$ cat src/rtl/m_rect_fill_if.sv
// Command and vmem write-port bundle for the rectangle fill engine.
// The master side issues commands and observes the pixel stream; the slave side is the engine.
interface m_rect_fill_if;
  logic        w_cmd_valid;
  logic        w_cmd_ready;
  logic [7:0]  w_cmd_x0;
  logic [7:0]  w_cmd_y0;
  logic [7:0]  w_cmd_x1;
  logic [7:0]  w_cmd_y1;
  logic [15:0] w_cmd_color;
  logic [15:0] w_cmd_color2;
  logic        w_st_we;
  logic [15:0] w_st_wadr;
  logic [15:0] w_st_wdata;
  logic        w_busy;
  logic        w_done;

  modport master (
    output w_cmd_valid, w_cmd_x0, w_cmd_y0, w_cmd_x1, w_cmd_y1, w_cmd_color, w_cmd_color2,
    input  w_cmd_ready, w_st_we, w_st_wadr, w_st_wdata, w_busy, w_done
  );

  modport slave (
    input  w_cmd_valid, w_cmd_x0, w_cmd_y0, w_cmd_x1, w_cmd_y1, w_cmd_color, w_cmd_color2,
    output w_cmd_ready, w_st_we, w_st_wadr, w_st_wdata, w_busy, w_done
  );
endinterface

$ cat src/rtl/m_rect_fill.sv
// Rectangle fill engine: one command in, one raster-ordered vmem write per clock out.
// Define RECT_FILL_CHECKER_EN to alternate color/color2 on CHK_BIT-sized screen tiles.
module m_rect_fill #(
  parameter int WIDTH   = 240,
  parameter int HEIGHT  = 240,
  parameter int CHK_BIT = 3
) (
  input  logic          w_clk,
  input  logic          w_rst_n,
  m_rect_fill_if.slave  bus
);
  typedef enum logic [1:0] {IDLE, LOAD, FILL, DONE} state_e;

  localparam logic [7:0] XMAX = 8'(WIDTH - 1);
  localparam logic [7:0] YMAX = 8'(HEIGHT - 1);

  if (CHK_BIT < 0 || CHK_BIT > 7) begin : g_chk_range
    $error("CHK_BIT must index an 8-bit coordinate");
  end

  state_e      state_q, state_d;
  logic [7:0]  x0_q, y0_q, x1_q, y1_q;
  logic [15:0] col_q;
  logic [7:0]  xl_q, xh_q, yl_q, yh_q;
  logic [7:0]  x_q, y_q;
  logic        we_q, done_q, ready_q;
  logic [15:0] wadr_q, wdata_q;

  logic        accept;
  logic [7:0]  xl_c, xm_c, xh_c, yl_c, ym_c, yh_c;
  logic        empty_c, last_c;
  logic [15:0] pix_c;

  assign accept  = bus.w_cmd_valid && ready_q;
  assign xl_c    = (x0_q < x1_q) ? x0_q : x1_q;
  assign xm_c    = (x0_q < x1_q) ? x1_q : x0_q;
  assign yl_c    = (y0_q < y1_q) ? y0_q : y1_q;
  assign ym_c    = (y0_q < y1_q) ? y1_q : y0_q;
  assign xh_c    = (xm_c > XMAX) ? XMAX : xm_c;
  assign yh_c    = (ym_c > YMAX) ? YMAX : ym_c;
  assign empty_c = (xl_c > XMAX) || (yl_c > YMAX);
  assign last_c  = (x_q == xh_q) && (y_q == yh_q);

`ifdef RECT_FILL_CHECKER_EN
  logic [15:0] col2_q;
  always_ff @(posedge w_clk) begin
    if (!w_rst_n)    col2_q <= '0;
    else if (accept) col2_q <= bus.w_cmd_color2;
  end
  assign pix_c = (x_q[CHK_BIT] ^ y_q[CHK_BIT]) ? col2_q : col_q;
`else
  assign pix_c = col_q;
`endif

  always_comb begin
    state_d = state_q;
    case (state_q)
      IDLE:    if (accept) state_d = LOAD;
      LOAD:    state_d = empty_c ? DONE : FILL;
      FILL:    if (last_c) state_d = DONE;
      default: state_d = IDLE;
    endcase
  end

  // Outputs trail the state by one register stage; ready is also held low
  // through the done pulse so a new command never overlaps it.
  always_ff @(posedge w_clk) begin
    if (!w_rst_n) begin
      state_q <= IDLE;
      ready_q <= 1'b1;
      we_q    <= 1'b0;
      done_q  <= 1'b0;
      wadr_q  <= '0;
      wdata_q <= '0;
      x0_q    <= '0;
      y0_q    <= '0;
      x1_q    <= '0;
      y1_q    <= '0;
      col_q   <= '0;
      xl_q    <= '0;
      xh_q    <= '0;
      yl_q    <= '0;
      yh_q    <= '0;
      x_q     <= '0;
      y_q     <= '0;
    end else begin
      state_q <= state_d;
      ready_q <= (state_d == IDLE) && (state_q != DONE);
      we_q    <= (state_q == FILL);
      done_q  <= (state_q == DONE);
      if (accept) begin
        x0_q  <= bus.w_cmd_x0;
        y0_q  <= bus.w_cmd_y0;
        x1_q  <= bus.w_cmd_x1;
        y1_q  <= bus.w_cmd_y1;
        col_q <= bus.w_cmd_color;
      end
      if (state_q == LOAD) begin
        xl_q <= xl_c;
        xh_q <= xh_c;
        yl_q <= yl_c;
        yh_q <= yh_c;
        x_q  <= xl_c;
        y_q  <= yl_c;
      end
      if (state_q == FILL) begin
        wadr_q  <= {y_q, x_q};
        wdata_q <= pix_c;
        if (x_q == xh_q) begin
          x_q <= xl_q;
          y_q <= y_q + 8'd1;
        end else begin
          x_q <= x_q + 8'd1;
        end
      end
    end
  end

  assign bus.w_cmd_ready = ready_q;
  assign bus.w_busy      = !ready_q;
  assign bus.w_st_we     = we_q;
  assign bus.w_st_wadr   = wadr_q;
  assign bus.w_st_wdata  = wdata_q;
  assign bus.w_done      = done_q;
endmodule

$ cat src/flat_wrapper.sv
// flat-port wrapper written by rule: the top's interface ports become plain ports
module m_rect_fill_flat 
#(
  parameter int WIDTH   = 240,
  parameter int HEIGHT  = 240,
  parameter int CHK_BIT = 3
)
  (w_clk, w_rst_n, bus_w_cmd_valid, bus_w_cmd_x0, bus_w_cmd_y0, bus_w_cmd_x1, bus_w_cmd_y1, bus_w_cmd_color, bus_w_cmd_color2, bus_w_cmd_ready, bus_w_st_we, bus_w_st_wadr, bus_w_st_wdata, bus_w_busy, bus_w_done);
  m_rect_fill_if bus_i ();
  input  logic w_clk;
  input  logic w_rst_n;
  input wire logic [$bits(bus_i.w_cmd_valid)-1:0] bus_w_cmd_valid;
  input wire logic [$bits(bus_i.w_cmd_x0)-1:0] bus_w_cmd_x0;
  input wire logic [$bits(bus_i.w_cmd_y0)-1:0] bus_w_cmd_y0;
  input wire logic [$bits(bus_i.w_cmd_x1)-1:0] bus_w_cmd_x1;
  input wire logic [$bits(bus_i.w_cmd_y1)-1:0] bus_w_cmd_y1;
  input wire logic [$bits(bus_i.w_cmd_color)-1:0] bus_w_cmd_color;
  input wire logic [$bits(bus_i.w_cmd_color2)-1:0] bus_w_cmd_color2;
  output wire logic [$bits(bus_i.w_cmd_ready)-1:0] bus_w_cmd_ready;
  output wire logic [$bits(bus_i.w_st_we)-1:0] bus_w_st_we;
  output wire logic [$bits(bus_i.w_st_wadr)-1:0] bus_w_st_wadr;
  output wire logic [$bits(bus_i.w_st_wdata)-1:0] bus_w_st_wdata;
  output wire logic [$bits(bus_i.w_busy)-1:0] bus_w_busy;
  output wire logic [$bits(bus_i.w_done)-1:0] bus_w_done;
  assign bus_i.w_cmd_valid = bus_w_cmd_valid;
  assign bus_i.w_cmd_x0 = bus_w_cmd_x0;
  assign bus_i.w_cmd_y0 = bus_w_cmd_y0;
  assign bus_i.w_cmd_x1 = bus_w_cmd_x1;
  assign bus_i.w_cmd_y1 = bus_w_cmd_y1;
  assign bus_i.w_cmd_color = bus_w_cmd_color;
  assign bus_i.w_cmd_color2 = bus_w_cmd_color2;
  assign bus_w_cmd_ready = bus_i.w_cmd_ready;
  assign bus_w_st_we = bus_i.w_st_we;
  assign bus_w_st_wadr = bus_i.w_st_wadr;
  assign bus_w_st_wdata = bus_i.w_st_wdata;
  assign bus_w_busy = bus_i.w_busy;
  assign bus_w_done = bus_i.w_done;
  m_rect_fill #(.WIDTH(WIDTH), .HEIGHT(HEIGHT), .CHK_BIT(CHK_BIT)) u_core (.w_clk(w_clk), .w_rst_n(w_rst_n), .bus(bus_i));
endmodule
$ cat config.mk
export PLATFORM = sky130hd
export DESIGN_NAME = m_rect_fill_flat
export DESIGN_NICKNAME = d
export VERILOG_FILES = /design/src/rtl/m_rect_fill_if.sv /design/src/rtl/m_rect_fill.sv /design/src/flat_wrapper.sv
export SDC_FILE = /design/constraint.sdc
export NUM_CORES = 1
export LEC_CHECK = 0
export ABC_AREA = 1
export BUFFER_PORTS_ARGS = -buffer_cell sky130_fd_sc_hd__buf_2
export CORE_MARGIN = 4
export CORE_UTILIZATION = 60
export DETAILED_ROUTE_END_ITERATION = 12
export PLACE_DENSITY = 0.95
export SYNTH_ARGS = -nofsm -noshare
export SYNTH_HDL_FRONTEND = slang
export SYNTH_SLANG_ARGS = --single-unit
$ cat constraint.sdc
create_clock -name w_clk -period 5.05 [get_ports w_clk]
set_input_delay 0.2525 -clock w_clk [delete_from_list [all_inputs] [get_ports w_clk]]
set_output_delay 0.2525 -clock w_clk [all_outputs]
set_load 0.01 [all_outputs]
* After elaboration in Yosys (flattened, before gate mapping)
Index checks and enable logic that the tools add are counted.
** Operators by class
- Add/subtract/negate cells :: 2
- Order comparisons :: 6
- Eq/ne operators :: 6
- Mux-type cells :: 16
- Reductions and logical operators :: 8
** Operators with widths (count)
- two-way mux 8 bit :: 12
- > comparator 8 bit, second input constant :: 4
- adder 8 x 1 -> 8 bit, second input constant :: 2
- equality test 8 bit :: 2
- < comparator 8 bit :: 2
- one-hot mux 2 bit (3 select lines) :: 1
- equality test 2 bit, second input constant :: 2
- zero test 2 bit :: 2
- two-way mux 2 bit :: 2
- logical AND 1 bit :: 3
- equality test 2 x 1 -> 1 bit, second input constant :: 1
- inequality test 2 bit, second input constant :: 1
- nonzero test 2 bit :: 1
- zero test 1 bit :: 1
- logical OR 1 bit :: 1
- two-way mux 1 bit :: 1
** Word-level totals
- Bits in registers :: 125
- Input bits :: 67
- Output and inout bits :: 36

* Logic depth before layout (Yosys ltp)
- Depth in word-level cells :: 8
- Mapped depth :: 17
- Gate-level depth less buffers :: 16

* Worst setup path after synthesis
Ideal clock, no wire load.
- Path type :: reg-to-reg
- Start :: register u_core.y1_q[5]
- End :: register u_core.ready_q (netlist: u_core.bus.w_cmd_ready)
- Library setup time :: 0.126 ns
- Arrival :: 1.792 ns
- Setup slack :: 3.133 ns
- Stages on the path, launching flop included :: 16
- Path buffers :: 1
- Period minus slack after synthesis :: 1.917 ns
- Cell sequence :: dfxtp_1 -> inv_1 -> ha_1 -> a21oi_2 -> nor2_1 -> nor3_4 -> nand2_4 -> buf_6 -> nand2_2 -> nand2_2 -> nor2_2 -> nand2_1 -> nand2_1 -> nand2_2 -> nand3_1 -> nand2_1
** Between the ends
- Longest elaborated chain between the ends :: 8
** RTL lines
- start, declared :: RTL line m_rect_fill.sv:22 : logic [7:0] x0_q, y0_q, x1_q, y1_q;
- start signal, assigned :: RTL line m_rect_fill.sv:95 : y1_q <= bus.w_cmd_y1;
- < comparator 8 bit :: RTL line m_rect_fill.sv:37 : assign yl_c = (y0_q < y1_q) ? y0_q : y1_q;
- two-way mux 8 bit (*) :: RTL line m_rect_fill.sv:37
- > comparator 8 bit (*) :: RTL line m_rect_fill.sv:41 : assign empty_c = (xl_c > XMAX) || (yl_c > YMAX);
- logical OR 1 bit (*) :: RTL line m_rect_fill.sv:41
- two-way mux 1 bit (*) :: RTL line m_rect_fill.sv:59 : LOAD: state_d = empty_c ? DONE : FILL;
- one-hot mux 2 bit (3 select lines) (*) :: RTL line m_rect_fill.sv:57 : case (state_q)
- zero test 2 bit (*) :: RTL line m_rect_fill.sv:88 : ready_q <= (state_d == IDLE) && (state_q != DONE);
- logical AND 1 bit (*) :: RTL line m_rect_fill.sv:88
- end signal, assigned :: RTL line m_rect_fill.sv:88
- end, declared :: RTL line m_rect_fill.sv:26 : logic we_q, done_q, ready_q;
Mark *: on every way between the ends. The rest lies on a longest branch, timed or not.
A chain may end at the register's enable or synchronous reset.

* Worst setup path after layout
Ends and elaborated chain as after synthesis.

==> run metrics <==
status finished clean; FF+latch count, synth around 130; Worst Path Buf+Inv 1; Crit Path Category flip-flop to flip-flop; Post-Synth Simple-Gate Area 0.2032; clk root buf clkbuf_8; FF-to-FF path depth 14; synthesized net count 880; startpoint types flip-flop; initial core utilization 0.6213; Die W 106.3 um; max_slew headroom 0.3126; CP Cell Sequence inv_1 > ha_1 > a21oi_2 > nor2_1 > nor3_4 > nand2_4 > nand2_1 > nand2_1 > nor2_2 > nand2_1 > nand2_1 > nand2_2 > nand3_1 > nand2_1; # diodes 0; area of the mapped netlist ~0.0058 sq mm; first-pass GRT wire length 26150 um; Seq/Total Area, Yosys 0.4318; Buffers on Ports 86; Synth Area in Adders 0.04318; Critical Path AT between 2 and 3 ns; # DRC 0; setup TNS 0 ns; clk buf depth 2; Clock H-tree levels 4; multiplexer share of the synthesized area 0; grt total ovfl 0; pwr dens 646.3 mW/mm^2; Crit Path Max Fanout 24; largest family of logic cells by synthesized area compound AO/OA/AOI/OAI gates; Mapped Avg Cell Area between 7 and 8 sq um; area growth from synthesis to layout 20.40%; slowest stage cell, crit path nor3_4; Synth Area in Compound Gates 0.2055; fraction of layout cells with a size suffix above 1 0.1684; Worst-Margin Slew between 1 and 1.5 ns; DP Area 0.006222 sq mm; Final Hold Vio Count 0; CTS buffer count 17; clk sinks between 100 and 150; RSZ-0062 raised after global routing no; # IOs just over 100; drt pass-1 iters 6; Fin Clk Skew between 0.006 and 0.007 ns; clock-pin slew on the worst setup and hold paths approximately 0.060 ns; Fill cells ~620; worst hold path type input pin to flip-flop; WHS Path Cells 3; vias in the first global route around 5500; final period utilization 0.4978; Levels on crit path 14; xor and xnor area share after synthesis 0.03174; row cnt 35; Post-synth ARST share 0; Max Clk Rate between 300 and 400 MHz; Leak between 0.003 and 0.004 uW; Total Routing Usage GR 0.2886; setup violation total in the final timing report 0; synth unique cells 35; Die Area about 0.011 sq mm; Synth warnings 0; total core area ~0.0093 sq mm; VDD IR max 0.3340 mV; largest net degree at the start of global routing 108; via/cell ratio ~5.8; Slew Limit Fails 0; DP Wirelength ~9000 um; Reg area roughly 0.0025 sq mm; Final ANT Viol Nets 0; Synth Instances 793; Post-synth EDFFs 0; drt total wl ~16000 um; Critical Path Most Common Cell nand2_1; worst skew pair latency 0.53 ns; initial antenna violation count 0; Synth Flop Type dfxtp_1; CP endpoint kind flip-flop; final RePlAce weighted congestion 0.8396; Die Ht 106.3 um; DR vias 5887; Design Area, Final around 0.007 sq mm; cell family with most CP delay simple AND/OR/NAND/NOR gates; Avg WL per Cell approximately 16 um; fin nets 959; 1st-iter DRT viols about 860; Crit path largest cell delay between 0.3 and 0.4 ns; Req. time, crit path roughly 5.4 ns; CTS tree done; Tmin final 2.514 ns; max-cap viol count 0; area of the multi-input gates between 0.002 and 0.003 sq mm
## worst register-to-register path, cell delays in order, from the launching register on
cell	delay, ns
dfxtp_1	0.33
inv_1	0.08
ha_1	0.35
a21oi_2	0.15
nor2_1	0.08
nor3_4	0.37
nand2_4	0.25
nand2_1	0.13
nand2_1	0.11
nor2_2	0.10
nand2_1	0.05
nand2_1	0.10
nand2_2	0.09
nand3_1	0.10
nand2_1	0.07
## area by class of cell
class / count / share of cell area
Sequential cell: 125 / 0.3586
Timing Repair Buffer: 108 / 0.09145
Multi-Input combinational cell: 544 / 0.4020
Clock buffer: 18 / 0.06132
Clock inverter: 14 / 0.02259
Tap cell: 129 / 0.02313
Inverter: 76 / 0.04088
## final timing paths
check / startpoint / end / slack, ns
setup / recovery: u_core.y1_q[5] / u_core.bus.w_cmd_ready / 2.54
hold / removal: bus_w_cmd_x1[7] / u_core.x1_q[7] / 0.002
setup reg to reg: u_core.y1_q[5] / u_core.bus.w_cmd_ready / 2.54
hold reg to reg: u_core.col_q[1] / u_core.bus.w_st_wdata[1] / 0.48
## flip-flops by register name, indices dropped and copies added, names as in the netlist
signal                  count
u_core.y_q                  8
u_core.x_q                  8
u_core.bus.w_done           1
u_core.state_q              2
u_core.yh_q                 8
u_core.bus.w_cmd_ready      1
u_core.y1_q                 8
u_core.bus.w_st_we          1
u_core.x1_q                 8
u_core.xl_q                 8
u_core.x0_q                 8
u_core.bus.w_st_wdata      16
u_core.y0_q                 8
u_core.bus.w_st_wadr       16
u_core.col_q               16
u_core.xh_q                 8
## synth_stat cells (3+ instances only)
| cell type | instances | share of area |
|---|---|---|
| inv_2 | 3 | 0.0019 |
| o21ai_0 | 115 | 0.099 |
| ha_1 | 20 | 0.043 |
| o21ai_1 | 10 | 0.0086 |
| clkbuf_1 | 40 | 0.026 |
| nand2_1 | 95 | 0.062 |
| a31oi_1 | 12 | 0.013 |
| a21oi_1 | 69 | 0.060 |
| nand2_2 | 7 | 0.0076 |
| xor2_1 | 19 | 0.029 |
| inv_1 | 71 | 0.046 |
| o211ai_1 | 10 | 0.013 |
| dfxtp_1 | 125 | 0.43 |
| nor3_1 | 3 | 0.0026 |
| nand3_1 | 28 | 0.024 |
| a21oi_2 | 4 | 0.0060 |
| nor2_1 | 130 | 0.084 |
## where the power goes
group	leakage (uW)	total, uW	switching (uW)	internal, uW
Sequential	0.00103	1520	227	1290
Combinational	0.00200	1790	1210	583
Clock	0.000279	1200	477	724
## kinds of logic after synthesis
group | count (synthesis)
simple gates | 278
fa+ha+maj | 20
compound gates | 225
buf+inv | 124
xor+xnor | 21
flops | 125
## metal layers
| layer | track usage | wire (um) | vias to the layer above |
|---|---|---|---|
| met5 | 0 | 0 | - |
| met4 | 0.1286 | 670 | 0 |
| met3 | 0.06436 | 1712 | 83 |
| met2 | 0.4643 | 7333 | 417 |
| met1 | 0.3709 | 6431 | 2630 |
| li1 | - | - | 2757 |
## cell usage in the layout, fill, tap and decap left out, drive strengths merged, types with 10 or more instances in the layout
| master | n |
|---|---|
| xor2 | 19 |
| a21oi | 73 |
| nor2 | 132 |
| nand3 | 30 |
| inv | 79 |
| dfxtp | 125 |
| o211ai | 10 |
| clkbuf | 18 |
| a31oi | 12 |
| dlygate4sd3 | 17 |
| buf | 91 |
| ha | 20 |
| o21ai | 125 |
| nand2 | 104 |
## metrics by stage
step	hold slack [ns]	power [uW]	util	cells	setup slack (ns)
5_1_grt	0.01845	4762	0.7481	1014	2.401
3_3_place_gp	0.4625	3048	0.6671	965	2.848
3_5_place_dp	0.4682	3130	0.6671	965	2.765
4_1_cts	0.0007056	4427	0.7481	1014	2.615
6_report	0.001816	4510	0.7481	1014	2.536
2_1_floorplan	0.4192	2737	-	793	3.133
## repair_timing
item,CTS,global route
hold buffers,17,0
gates resized for setup,0,0
setup buffers,0,0
hold endpoints to repair,17,0
(Power assumes the default switching activity.)
